### src/rtl/lsu_mem_initiator_pkg.sv
// Shared types and constants for the LSU-to-memory-bus initiator: FSM states, access sizes,
// address region decode and write-strobe generation.
package lsu_mem_initiator_pkg;

  typedef enum logic [1:0] {StIdle, StIssue, StWait, StResp} state_e;

  typedef enum logic [1:0] {SizeB, SizeH, SizeW, SizeD} size_e;

  localparam logic [3:0]  RegionSram = 4'h8;
  localparam logic [3:0]  RegionAxi  = 4'h9;
  localparam logic [63:0] RegionMask = 64'h0000_0000_0FFF_FFFF;

  // Mapped iff the top nibble of the low 32 bits selects SRAM or AXI and bits 63:32 are zero.
  function automatic logic addr_mapped(logic [63:0] addr);
    logic [63:0] masked;
    masked = addr | RegionMask;
    return (masked == {32'h0, RegionSram, 28'hFFF_FFFF}) ||
           (masked == {32'h0, RegionAxi, 28'hFFF_FFFF});
  endfunction

  function automatic logic [7:0] size_to_wstrb(size_e size, logic wen);
    logic [7:0] strb;
    case (size)
      SizeB:   strb = 8'h01;
      SizeH:   strb = 8'h03;
      SizeW:   strb = 8'h0F;
      default: strb = 8'hFF;
    endcase
    return wen ? strb : 8'h00;
  endfunction

endpackage

### src/rtl/lsu_mem_initiator_if.sv
// LSU pipeline and memory bus signals of the initiator; master is the initiator's view,
// slave is the view of the LSU pipeline plus bus responder.
interface lsu_mem_initiator_if;

  logic        lsu_req_valid;
  logic        lsu_req_ready;
  logic [63:0] lsu_req_addr;
  logic [63:0] lsu_req_wdata;
  logic [1:0]  lsu_req_size;
  logic        lsu_req_wen;
  logic        lsu_req_unsigned;

  logic        lsu_rsp_valid;
  logic        lsu_rsp_ready;
  logic [63:0] lsu_rsp_data;
  logic        lsu_rsp_err;

  logic        mem_mstReq_valid;
  logic        mem_mstReq_ready;
  logic [63:0] mem_addr;
  logic [63:0] mem_data_w;
  logic [7:0]  mem_wstrb;
  logic        mem_wen;
  logic [63:0] mem_data_r;
  logic        mem_slvRsp_valid;

  modport master (
    input  lsu_req_valid, lsu_req_addr, lsu_req_wdata, lsu_req_size, lsu_req_wen,
           lsu_req_unsigned, lsu_rsp_ready, mem_mstReq_ready, mem_data_r, mem_slvRsp_valid,
    output lsu_req_ready, lsu_rsp_valid, lsu_rsp_data, lsu_rsp_err, mem_mstReq_valid,
           mem_addr, mem_data_w, mem_wstrb, mem_wen
  );

  modport slave (
    output lsu_req_valid, lsu_req_addr, lsu_req_wdata, lsu_req_size, lsu_req_wen,
           lsu_req_unsigned, lsu_rsp_ready, mem_mstReq_ready, mem_data_r, mem_slvRsp_valid,
    input  lsu_req_ready, lsu_rsp_valid, lsu_rsp_data, lsu_rsp_err, mem_mstReq_valid,
           mem_addr, mem_data_w, mem_wstrb, mem_wen
  );

endinterface

### src/rtl/lsu_mem_initiator_load_ext.sv
// Combinational load-data extension: keeps the low 8/16/32/64 bits and sign- or zero-extends.
module lsu_load_ext
  import lsu_mem_initiator_pkg::*;
(
  input  logic [63:0] data_i,
  input  size_e       size_i,
  input  logic        unsigned_i,
  output logic [63:0] data_o
);

  always_comb begin
    data_o = data_i;
    case (size_i)
      SizeB:   data_o = {{56{data_i[7] & ~unsigned_i}}, data_i[7:0]};
      SizeH:   data_o = {{48{data_i[15] & ~unsigned_i}}, data_i[15:0]};
      SizeW:   data_o = {{32{data_i[31] & ~unsigned_i}}, data_i[31:0]};
      default: data_o = data_i;
    endcase
  end

endmodule

### src/rtl/lsu_mem_initiator.sv
// Single-outstanding LSU-to-memory-bus initiator: decode, one-cycle bus strobe, wait with
// timeout, load extension and a held response towards the pipeline.
module lsu_mem_initiator
  import lsu_mem_initiator_pkg::*;
#(
  parameter int unsigned TIMEOUT_CYC = 15
) (
  input logic            clk,
  input logic            rst,
  lsu_mem_initiator_if.master bus
);

  localparam logic [8:0] TimeoutCyc = 9'(TIMEOUT_CYC);

  state_e      state_q, state_d;
  logic [63:0] addr_q, wdata_q;
  size_e       size_q;
  logic        wen_q, unsigned_q;
  logic [7:0]  cnt_q, cnt_d;
  logic [8:0]  cnt_inc;
  logic [63:0] rsp_data_q, rsp_data_d;
  logic        rsp_err_q, rsp_err_d;
  logic        req_accept;
  logic        mst_valid;
  logic [63:0] ext_data;

  lsu_load_ext u_load_ext (
    .data_i     (bus.mem_data_r),
    .size_i     (size_q),
    .unsigned_i (unsigned_q),
    .data_o     (ext_data)
  );

  assign cnt_inc = {1'b0, cnt_q} + 9'd1;

  always_comb begin
    state_d    = state_q;
    cnt_d      = cnt_q;
    rsp_data_d = rsp_data_q;
    rsp_err_d  = rsp_err_q;
    req_accept = 1'b0;
    mst_valid  = 1'b0;
    case (state_q)
      StIdle: begin
        if (bus.lsu_req_valid) begin
          req_accept = 1'b1;
          if (addr_mapped(bus.lsu_req_addr)) begin
            state_d = StIssue;
          end else begin
            state_d    = StResp;
            rsp_err_d  = 1'b1;
            rsp_data_d = 64'h0;
          end
        end
      end
      StIssue: begin
        if (bus.mem_mstReq_ready) begin
          mst_valid = 1'b1;
          state_d   = StWait;
          cnt_d     = 8'h0;
        end
      end
      StWait: begin
        // A response arriving on the timeout cycle takes priority over the error.
        if (bus.mem_slvRsp_valid) begin
          state_d    = StResp;
          rsp_err_d  = 1'b0;
          rsp_data_d = wen_q ? 64'h0 : ext_data;
        end else if (cnt_inc == TimeoutCyc) begin
          state_d    = StResp;
          rsp_err_d  = 1'b1;
          rsp_data_d = 64'h0;
        end else begin
          cnt_d = cnt_inc[7:0];
        end
      end
      StResp: begin
        if (bus.lsu_rsp_ready) begin
          state_d = StIdle;
        end
      end
      default: state_d = StIdle;
    endcase
  end

  always_ff @(posedge clk) begin
    if (rst) begin
      state_q    <= StIdle;
      addr_q     <= 64'h0;
      wdata_q    <= 64'h0;
      size_q     <= SizeB;
      wen_q      <= 1'b0;
      unsigned_q <= 1'b0;
      cnt_q      <= 8'h0;
      rsp_data_q <= 64'h0;
      rsp_err_q  <= 1'b0;
    end else begin
      state_q    <= state_d;
      cnt_q      <= cnt_d;
      rsp_data_q <= rsp_data_d;
      rsp_err_q  <= rsp_err_d;
      if (req_accept) begin
        addr_q     <= bus.lsu_req_addr;
        wdata_q    <= bus.lsu_req_wdata;
        size_q     <= size_e'(bus.lsu_req_size);
        wen_q      <= bus.lsu_req_wen;
        unsigned_q <= bus.lsu_req_unsigned;
      end
    end
  end

  assign bus.lsu_req_ready    = (state_q == StIdle);
  assign bus.lsu_rsp_valid    = (state_q == StResp);
  assign bus.lsu_rsp_data     = rsp_data_q;
  assign bus.lsu_rsp_err      = rsp_err_q;
  assign bus.mem_mstReq_valid = mst_valid;
  assign bus.mem_addr         = addr_q;
  assign bus.mem_data_w       = wdata_q;
  assign bus.mem_wen          = wen_q;
  assign bus.mem_wstrb        = size_to_wstrb(size_q, wen_q);

endmodule

### src/flat_wrapper.sv
// flat-port wrapper written by rule: the top's interface ports become plain ports
module lsu_mem_initiator_flat import lsu_mem_initiator_pkg::*;
#(
  parameter int unsigned TIMEOUT_CYC = 15
)
  (clk, rst, bus_lsu_req_valid, bus_lsu_req_addr, bus_lsu_req_wdata, bus_lsu_req_size, bus_lsu_req_wen, bus_lsu_req_unsigned, bus_lsu_rsp_ready, bus_mem_mstReq_ready, bus_mem_data_r, bus_mem_slvRsp_valid, bus_lsu_req_ready, bus_lsu_rsp_valid, bus_lsu_rsp_data, bus_lsu_rsp_err, bus_mem_mstReq_valid, bus_mem_addr, bus_mem_data_w, bus_mem_wstrb, bus_mem_wen);
  lsu_mem_initiator_if bus_i ();
  input logic clk;
  input logic rst;
  input wire logic [$bits(bus_i.lsu_req_valid)-1:0] bus_lsu_req_valid;
  input wire logic [$bits(bus_i.lsu_req_addr)-1:0] bus_lsu_req_addr;
  input wire logic [$bits(bus_i.lsu_req_wdata)-1:0] bus_lsu_req_wdata;
  input wire logic [$bits(bus_i.lsu_req_size)-1:0] bus_lsu_req_size;
  input wire logic [$bits(bus_i.lsu_req_wen)-1:0] bus_lsu_req_wen;
  input wire logic [$bits(bus_i.lsu_req_unsigned)-1:0] bus_lsu_req_unsigned;
  input wire logic [$bits(bus_i.lsu_rsp_ready)-1:0] bus_lsu_rsp_ready;
  input wire logic [$bits(bus_i.mem_mstReq_ready)-1:0] bus_mem_mstReq_ready;
  input wire logic [$bits(bus_i.mem_data_r)-1:0] bus_mem_data_r;
  input wire logic [$bits(bus_i.mem_slvRsp_valid)-1:0] bus_mem_slvRsp_valid;
  output wire logic [$bits(bus_i.lsu_req_ready)-1:0] bus_lsu_req_ready;
  output wire logic [$bits(bus_i.lsu_rsp_valid)-1:0] bus_lsu_rsp_valid;
  output wire logic [$bits(bus_i.lsu_rsp_data)-1:0] bus_lsu_rsp_data;
  output wire logic [$bits(bus_i.lsu_rsp_err)-1:0] bus_lsu_rsp_err;
  output wire logic [$bits(bus_i.mem_mstReq_valid)-1:0] bus_mem_mstReq_valid;
  output wire logic [$bits(bus_i.mem_addr)-1:0] bus_mem_addr;
  output wire logic [$bits(bus_i.mem_data_w)-1:0] bus_mem_data_w;
  output wire logic [$bits(bus_i.mem_wstrb)-1:0] bus_mem_wstrb;
  output wire logic [$bits(bus_i.mem_wen)-1:0] bus_mem_wen;
  assign bus_i.lsu_req_valid = bus_lsu_req_valid;
  assign bus_i.lsu_req_addr = bus_lsu_req_addr;
  assign bus_i.lsu_req_wdata = bus_lsu_req_wdata;
  assign bus_i.lsu_req_size = bus_lsu_req_size;
  assign bus_i.lsu_req_wen = bus_lsu_req_wen;
  assign bus_i.lsu_req_unsigned = bus_lsu_req_unsigned;
  assign bus_i.lsu_rsp_ready = bus_lsu_rsp_ready;
  assign bus_i.mem_mstReq_ready = bus_mem_mstReq_ready;
  assign bus_i.mem_data_r = bus_mem_data_r;
  assign bus_i.mem_slvRsp_valid = bus_mem_slvRsp_valid;
  assign bus_lsu_req_ready = bus_i.lsu_req_ready;
  assign bus_lsu_rsp_valid = bus_i.lsu_rsp_valid;
  assign bus_lsu_rsp_data = bus_i.lsu_rsp_data;
  assign bus_lsu_rsp_err = bus_i.lsu_rsp_err;
  assign bus_mem_mstReq_valid = bus_i.mem_mstReq_valid;
  assign bus_mem_addr = bus_i.mem_addr;
  assign bus_mem_data_w = bus_i.mem_data_w;
  assign bus_mem_wstrb = bus_i.mem_wstrb;
  assign bus_mem_wen = bus_i.mem_wen;
  lsu_mem_initiator #(.TIMEOUT_CYC(TIMEOUT_CYC)) u_core (.clk(clk), .rst(rst), .bus(bus_i));
endmodule
### config.mk
export PLATFORM = sky130hd
export DESIGN_NAME = lsu_mem_initiator_flat
export DESIGN_NICKNAME = d
export VERILOG_FILES = /design/src/rtl/lsu_mem_initiator_pkg.sv /design/src/rtl/lsu_mem_initiator_if.sv /design/src/rtl/lsu_mem_initiator_load_ext.sv /design/src/rtl/lsu_mem_initiator.sv /design/src/flat_wrapper.sv
export SDC_FILE = /design/constraint.sdc
export NUM_CORES = 1
export LEC_CHECK = 0
export BUFFER_PORTS_ARGS = -buffer_cell sky130_fd_sc_hd__buf_4
export CAP_MARGIN = 20
export CORE_AREA = 2 2 157 159
export CTS_BUF_LIST = sky130_fd_sc_hd__clkbuf_8
export DETAILED_ROUTE_END_ITERATION = 8
export DIE_AREA = 0 0 159 161
export PLACE_DENSITY_LB_ADDON = 0.12
export SLEW_MARGIN = 15
export SYNTH_ARGS = -nofsm -noshare
export SYNTH_HDL_FRONTEND = slang
export SYNTH_SLANG_ARGS = --single-unit
### constraint.sdc
create_clock -name clk -period 3 [get_ports clk]
set_clock_uncertainty 0.1 [all_clocks]
set_input_delay 0.3 -clock clk [delete_from_list [all_inputs] [get_ports clk]]
set_output_delay 0.3 -clock clk [all_outputs]
set_load 0.02 [all_outputs]
* After elaboration in Yosys (flattened, before gate mapping)
Cells that the tools add are included.
Word-level totals: output and inout bits 205, flip-flop bits (word level) 207, word-level logic and storage cells 66
Cells by class: bitwise logic cells 4, reduce and logical (&&, ||, !) cells 8, mux-type cells 29, $add $sub $neg 1, eq/ne operators 15
Operators with widths (count):
- two-way mux 64 bit | 5
- case mux 64 bit (3 select lines) | 1
- case mux 64 bit (2 select lines) | 1
- equality test 36 x 4 -> 1 bit (second input constant) | 2
- two-way mux 8 bit | 4
- case mux 8 bit (3 select lines) | 1
- case mux 8 bit (2 select lines) | 1
- two-way mux 2 bit | 6
- inequality test 2 bit (second input constant) | 6
- AND reduction 4 bit | 3
- adder 8 x 1 -> 9 bit (second input constant) | 1
- equality test 9 x 4 -> 1 bit (second input constant) | 1
- two-way mux 1 bit | 8
- case mux 2 bit (4 select lines) | 1
- equality test 2 bit (second input constant) | 3
- equality test 2 x 1 -> 1 bit (second input constant) | 2
- logical NOT 2 bit | 2
- nonzero test 2 bit | 2
- AND 1 bit | 3
- inequality test 3 x 2 -> 1 bit (second input constant) | 1
- case mux 1 bit (2 select lines) | 1
- logical OR 1 bit | 1
- inverter 1 bit | 1

* Depth between registers and ports, before layout
word-level depth 6, mapped depth 10

* Modules after synthesis
A second synthesis with hierarchy kept.
Unflattened totals: cells, all modules 978, area, all modules 8180.3 um2
By module, submodules not included:
- lsu_mem_initiator | times used 1, area an instance 7327.0 um2, seq. area each 4144.0 um2, cells each 828
- lsu_load_ext | times used 1, area an instance 853.3 um2, seq. area each 0.0 um2, cells each 150

* Least setup slack after synthesis
No wires, ideal clock.
kind flip-flop to flip-flop, start point register u_core.state_q[0], end point register u_core.rsp_data_q[33] (netlist: u_core.bus.lsu_rsp_data[33]), clock period less this slack 2.291 ns, required time 2.830 ns, data arrival time 2.121 ns, stages on the path, launching flop included 10, path buffers 2, setup time 0.070 ns, path slack 0.709 ns, cell sequence dfxtp_1 -> inv_1 -> ha_1 -> buf_2 -> mux2i_1 -> or4_4 -> a31oi_4 -> nand2_2 -> buf_2 -> o2bb2ai_1
Between the ends: word-level cells in the longest chain between the ends 3, elaborated cells between the ends (all ways) 8, classes of those cells eq/ne: 4; mux: 1; reduce/logical: 3
RTL lines:
- start: declaration | line lsu_mem_initiator.sv:15 | state_e state_q, state_d;
- start signal: assignment | line lsu_mem_initiator.sv:88 | state_q <= StIdle;
- start signal: assignment | line lsu_mem_initiator.sv:98 | state_q <= state_d;
- logical NOT 2 bit *
- via bus_lsu_req_ready | line flat_wrapper.sv:20 | output wire logic [$bits(bus_i.lsu_req_ready)-1:0] bus_lsu_req_ready;
- inequality test 2 bit (no source line) / nonzero test 2 bit (equally long branches)
- AND reduction 4 bit (no source line)
- end signal: assignment | line lsu_mem_initiator.sv:100 | rsp_data_q <= rsp_data_d;
- end: declaration | line lsu_mem_initiator.sv:21 | logic [63:0] rsp_data_q, rsp_data_d;
The timed path passes the listed nets; every way through them passes the cells marked *. A chain may end at the register's enable or synchronous reset.

* Worst setup path in the final report
start point input port bus_lsu_req_addr[59], end point register u_core.rsp_data_q[45] (netlist: u_core.bus.lsu_rsp_data[45])
Between the ends: word-level cells in the longest chain between the ends 4, elaborated cells between the ends (all ways) 5, classes of those cells eq/ne: 3; reduce/logical: 2
RTL lines:
- start: declaration | line flat_wrapper.sv:11 | input wire logic [$bits(bus_i.lsu_req_addr)-1:0] bus_lsu_req_addr;
- equality test 36 x 4 -> 1 bit, on equally long branches | line lsu_mem_initiator_pkg.sv:17, lsu_mem_initiator_pkg.sv:18
- logical OR 1 bit * | line lsu_mem_initiator_pkg.sv:17 | return (masked == {32'h0, RegionSram, 28'hFFF_FFFF}) ||
- inequality test 2 bit (no source line) *
- AND reduction 4 bit (no source line) *
Mark *: on every way between the ends. The rest lies on a longest branch, timed or not.

==> impl_metrics.tcl <==
set metrics [dict create \
    layout_setup_ws_ps 355.9 \
    hold_class "primary input to flop" \
    via_per_inst 4.668 \
    ys.flop_type "dfxtp_1" \
    start_kind "primary input" \
    pwr-share-seq_pct 37.4 \
    insertedDiodeCount 0 \
    fmax_mhz 378.2 \
    finalSetupViolCount 0 \
    p_comb_share_pct 33.9 \
    dr.pass1.iters 5 \
    hp-start "rst" \
    synth.area.top_cells "dfxtp_1, nand2_1, a21oi_1, o2bb2ai_1, clkbuf_1" \
    synthXorXnorAreaFrac_pct 0 \
    swShare_pct 35.11 \
    post_synth_mux_area_share_pct 0.5347 \
    synthAdderAreaFrac_pct 0.9721 \
    yosysTopAreaCellShare_pct 53.66 \
    htreeDepth 2 \
    end_kind "flop" \
    required_ps 3320 \
    synth_compound_area_share_pct 20.46 \
    fin_crit_sh_pct 88.14 \
    rsz0062_at_grt "no" \
    r2r_cells 7 \
    drt-initial-drc-count 389 \
    critPathSlowestCell "nor4_1" \
    synth_warnings 0 \
    reg2reg_slack_ps 380 \
    clockRootBuffer "clkbuf_8" \
    stdcell_area_um2 13650 \
    max-vdd-ir-drop_uv 484.9 \
    cpPeakStageDelay_ps 610 \
    cp.arrival_ps 2960 \
    start_util_pct 32.23 \
    worstSkewPairLatency_ps 510 \
    synth_edf_count 0 \
    synthArstFlopShare_pct 0 \
    yosys.area_share.simple_pct 19.94 \
    p_clk_share_pct 28.8 \
    tightestPinTransition_ps 682.5 \
    vias 8608 \
    crit_type "primary input to flop" \
    min_period_ps 2644 \
    drv_slew 0 \
    path_cells "dlygate4sd3_1, buf_4, nor4_1, and4_1, a31oi_1, a21oi_4, buf_12, o2bb2ai_1" \
    cts_tree "done" \
    cts-resized-gates 0 \
    io_pins 407 \
    ys_types 49 \
    grt_pass1_wl_mm 46.06 \
    place_ws_ps 380.1 \
    syn-cell-area_um2 7722 \
    synthesis.nets 1128 \
    grt_pass1_vias 8778 \
    r2r-start "u_core.state_q[0]$_SDFFE_PP0P_" \
    cp_max_fo 64 \
    dpl.hpwl_mm 19.61 \
    p_sw_uw 3135 \
    grt_use_total_pct 22.07 \
    place_congestion 0.7882 \
    path_clk_slew_ps 60 \
    slew_headroom_pct 54.08 \
    detail-route-antenna-nets 0 \
    rows 57 \
    grt_max_degree 136 \
    core_um2 23960 \
    syn_avg_cell_area_um2 8.394 \
    antenna_found_initial 0 \
    status "completed" \
    die_w_um 159 \
    timing.hold.ws_ps 21.28 \
    ys_seq_area_share_pct 53.66 \
    clockBufferDepth 3 \
    synth_top_family_by_area "compound AO/OA/AOI/OAI gates" \
    die_area_um2 25600 \
    fin_setup_tns_ps 0 \
    cts_buffers 39 \
    drive_gt1_share_pct 31.64 \
    portBuffers 406 \
    cts_sinks 207 \
    cap_viol_max_count 0 \
    final-hold-violation-count 0 \
    die_h_um 161 \
    p_leak_uw 0.006056 \
    drc 0 \
    whs_endpoint "u_core.bus.mem_data_w[58]$_SDFFE_PP0P_" \
    area_growth_pct 76.72 \
    wl_mm 29.52 \
    post_drt_wl_per_cell_um 16.01 \
    power.density_nw_per_um2 654.3 \
    ys_ff_latch 207 \
    internal_power_uw 5794 \
    synthCells 920 \
    grt.overflow.total 0 \
    nets 1703 \
    hold_depth 2 \
    synth_top_area_cell "dfxtp_1" \
    dpl_cell_area_um2 11020 \
    reg2reg_to "u_core.bus.lsu_rsp_data[56]$_SDFFE_PP0P_" \
]
-- stage by stage --
stage,utilization [%],total power [uW],std cells
2_1_floorplan,-,4980,920
3_3_place_gp,45.99,6203,1588
3_5_place_dp,45.99,6219,1588
4_1_cts,56.86,9024,1842
5_1_grt,56.95,9457,1844
6_report,56.95,8929,1844
-- Yosys cell counts (all sizes together), types with 4 or more instances --
master   instances
nand2          283
o21ai           16
ha               6
dfxtp          207
nor2            40
inv              7
nor4             5
a22o            16
or4              5
clkbuf          50
nand3            5
a21oi          157
nand2b           4
o2bb2ai         48
buf             23
nor2b            9
-- cell families after synthesis --
group,count (synthesis)
muxes,4
DFF,207
and+or+nand+nor,370
buffers and inverters,80
AOI/OAI and AO/OA,253
adders and majority gates,6
-- flip-flops by register name, indices dropped and copies added, names as in the netlist --
register                 flops
u_core.bus.mem_data_w       64
u_core.bus.lsu_rsp_data     64
u_core.bus.lsu_rsp_err       1
u_core.bus.mem_addr         64
u_core.unsigned_q            1
u_core.bus.mem_wen           1
u_core.cnt_q                 8
u_core.size_q                2
u_core.state_q               2
-- critical path, delay by kind of cell --
kind	cells	cell delay (ps)
buffers and inverters	3	980
AND/OR/NAND/NOR	2	1050
AO/OA/AOI/OAI	3	580
-- cell type report --
| cell class | count | area, um2 |
|---|---|---|
| clock inverter | 22 | 116.4 |
| timing repair buffer | 607 | 5097 |
| sequential | 207 | 4144 |
| fill | 2192 | 10320 |
| clock buffer | 44 | 605.6 |
| multi-input combinational | 633 | 3252 |
| inverter | 7 | 26.28 |
| tap | 324 | 405.4 |
-- worst max path at each step --
| stage | endpoint | from | slack [ps] | cells past startpoint |
|---|---|---|---|---|
| floorplan | u_core.bus.lsu_rsp_data[33]$_SDFFE_PP0P_ | u_core.state_q[0]$_SDFFE_PP0P_ | 710 | 9 |
| global placement | u_core.bus.lsu_rsp_data[14]$_SDFFE_PP0P_ | bus_lsu_req_addr[59] | 430 | 7 |
| detailed placement | u_core.bus.lsu_rsp_data[53]$_SDFFE_PP0P_ | u_core.state_q[1]$_SDFFE_PP0P_ | 380 | 7 |
| CTS | u_core.bus.lsu_rsp_data[53]$_SDFFE_PP0P_ | u_core.state_q[1]$_SDFFE_PP0P_ | 370 | 7 |
| global route | u_core.bus.lsu_rsp_data[56]$_SDFFE_PP0P_ | u_core.state_q[1]$_SDFFE_PP0P_ | 130 | 7 |
| finish | u_core.bus.lsu_rsp_data[45]$_SDFFE_PP0P_ | bus_lsu_req_addr[59] | 360 | 8 |
-- power groups by stage --
stage	Clock, uW	Sequential [uW]	Combinational (uW)
2_1_floorplan	0	3770	1210
3_3_place_gp	0	3380	2830
3_5_place_dp	0	3380	2830
4_1_cts	2650	3330	3040
5_1_grt	2780	3380	3300
6_report	2570	3330	3030
-- placed cells by master (no fill, tap or decap), types with 3 or more instances in the layout --
cell type,n
clkinv_2,3
dlygate4sd3_1,188
or4_1,3
nor2b_1,9
clkbuf_8,44
inv_1,24
buf_4,413
o31ai_1,3
mux2i_1,3
ha_1,6
a22o_1,16
nand3_1,4
buf_12,5
dfxtp_1,207
o2bb2ai_1,48
a21oi_1,156
nand2_1,281
nand2b_1,4
o21ai_0,16
nor2_1,39
nor4_1,5
and3_1,3
-- timing repair --
| item | 4_1_cts | 5_1_grt |
|---|---|---|
| hold endpoints to repair | 188 | 0 |
| buffers inserted | 0 | 0 |
| hold buffers | 188 | 0 |
-- layer usage --
metal  track usage (%)  wire (um)  vias to the layer above
li1                  -          -                     4271
met1             24.60      11690                     3944
met2             38.95      14350                      334
met3             7.910       2637                       59
met4             7.851        844                        0
met5                 0          0                        -
Note: power is estimated with default switching activity, not from simulation.
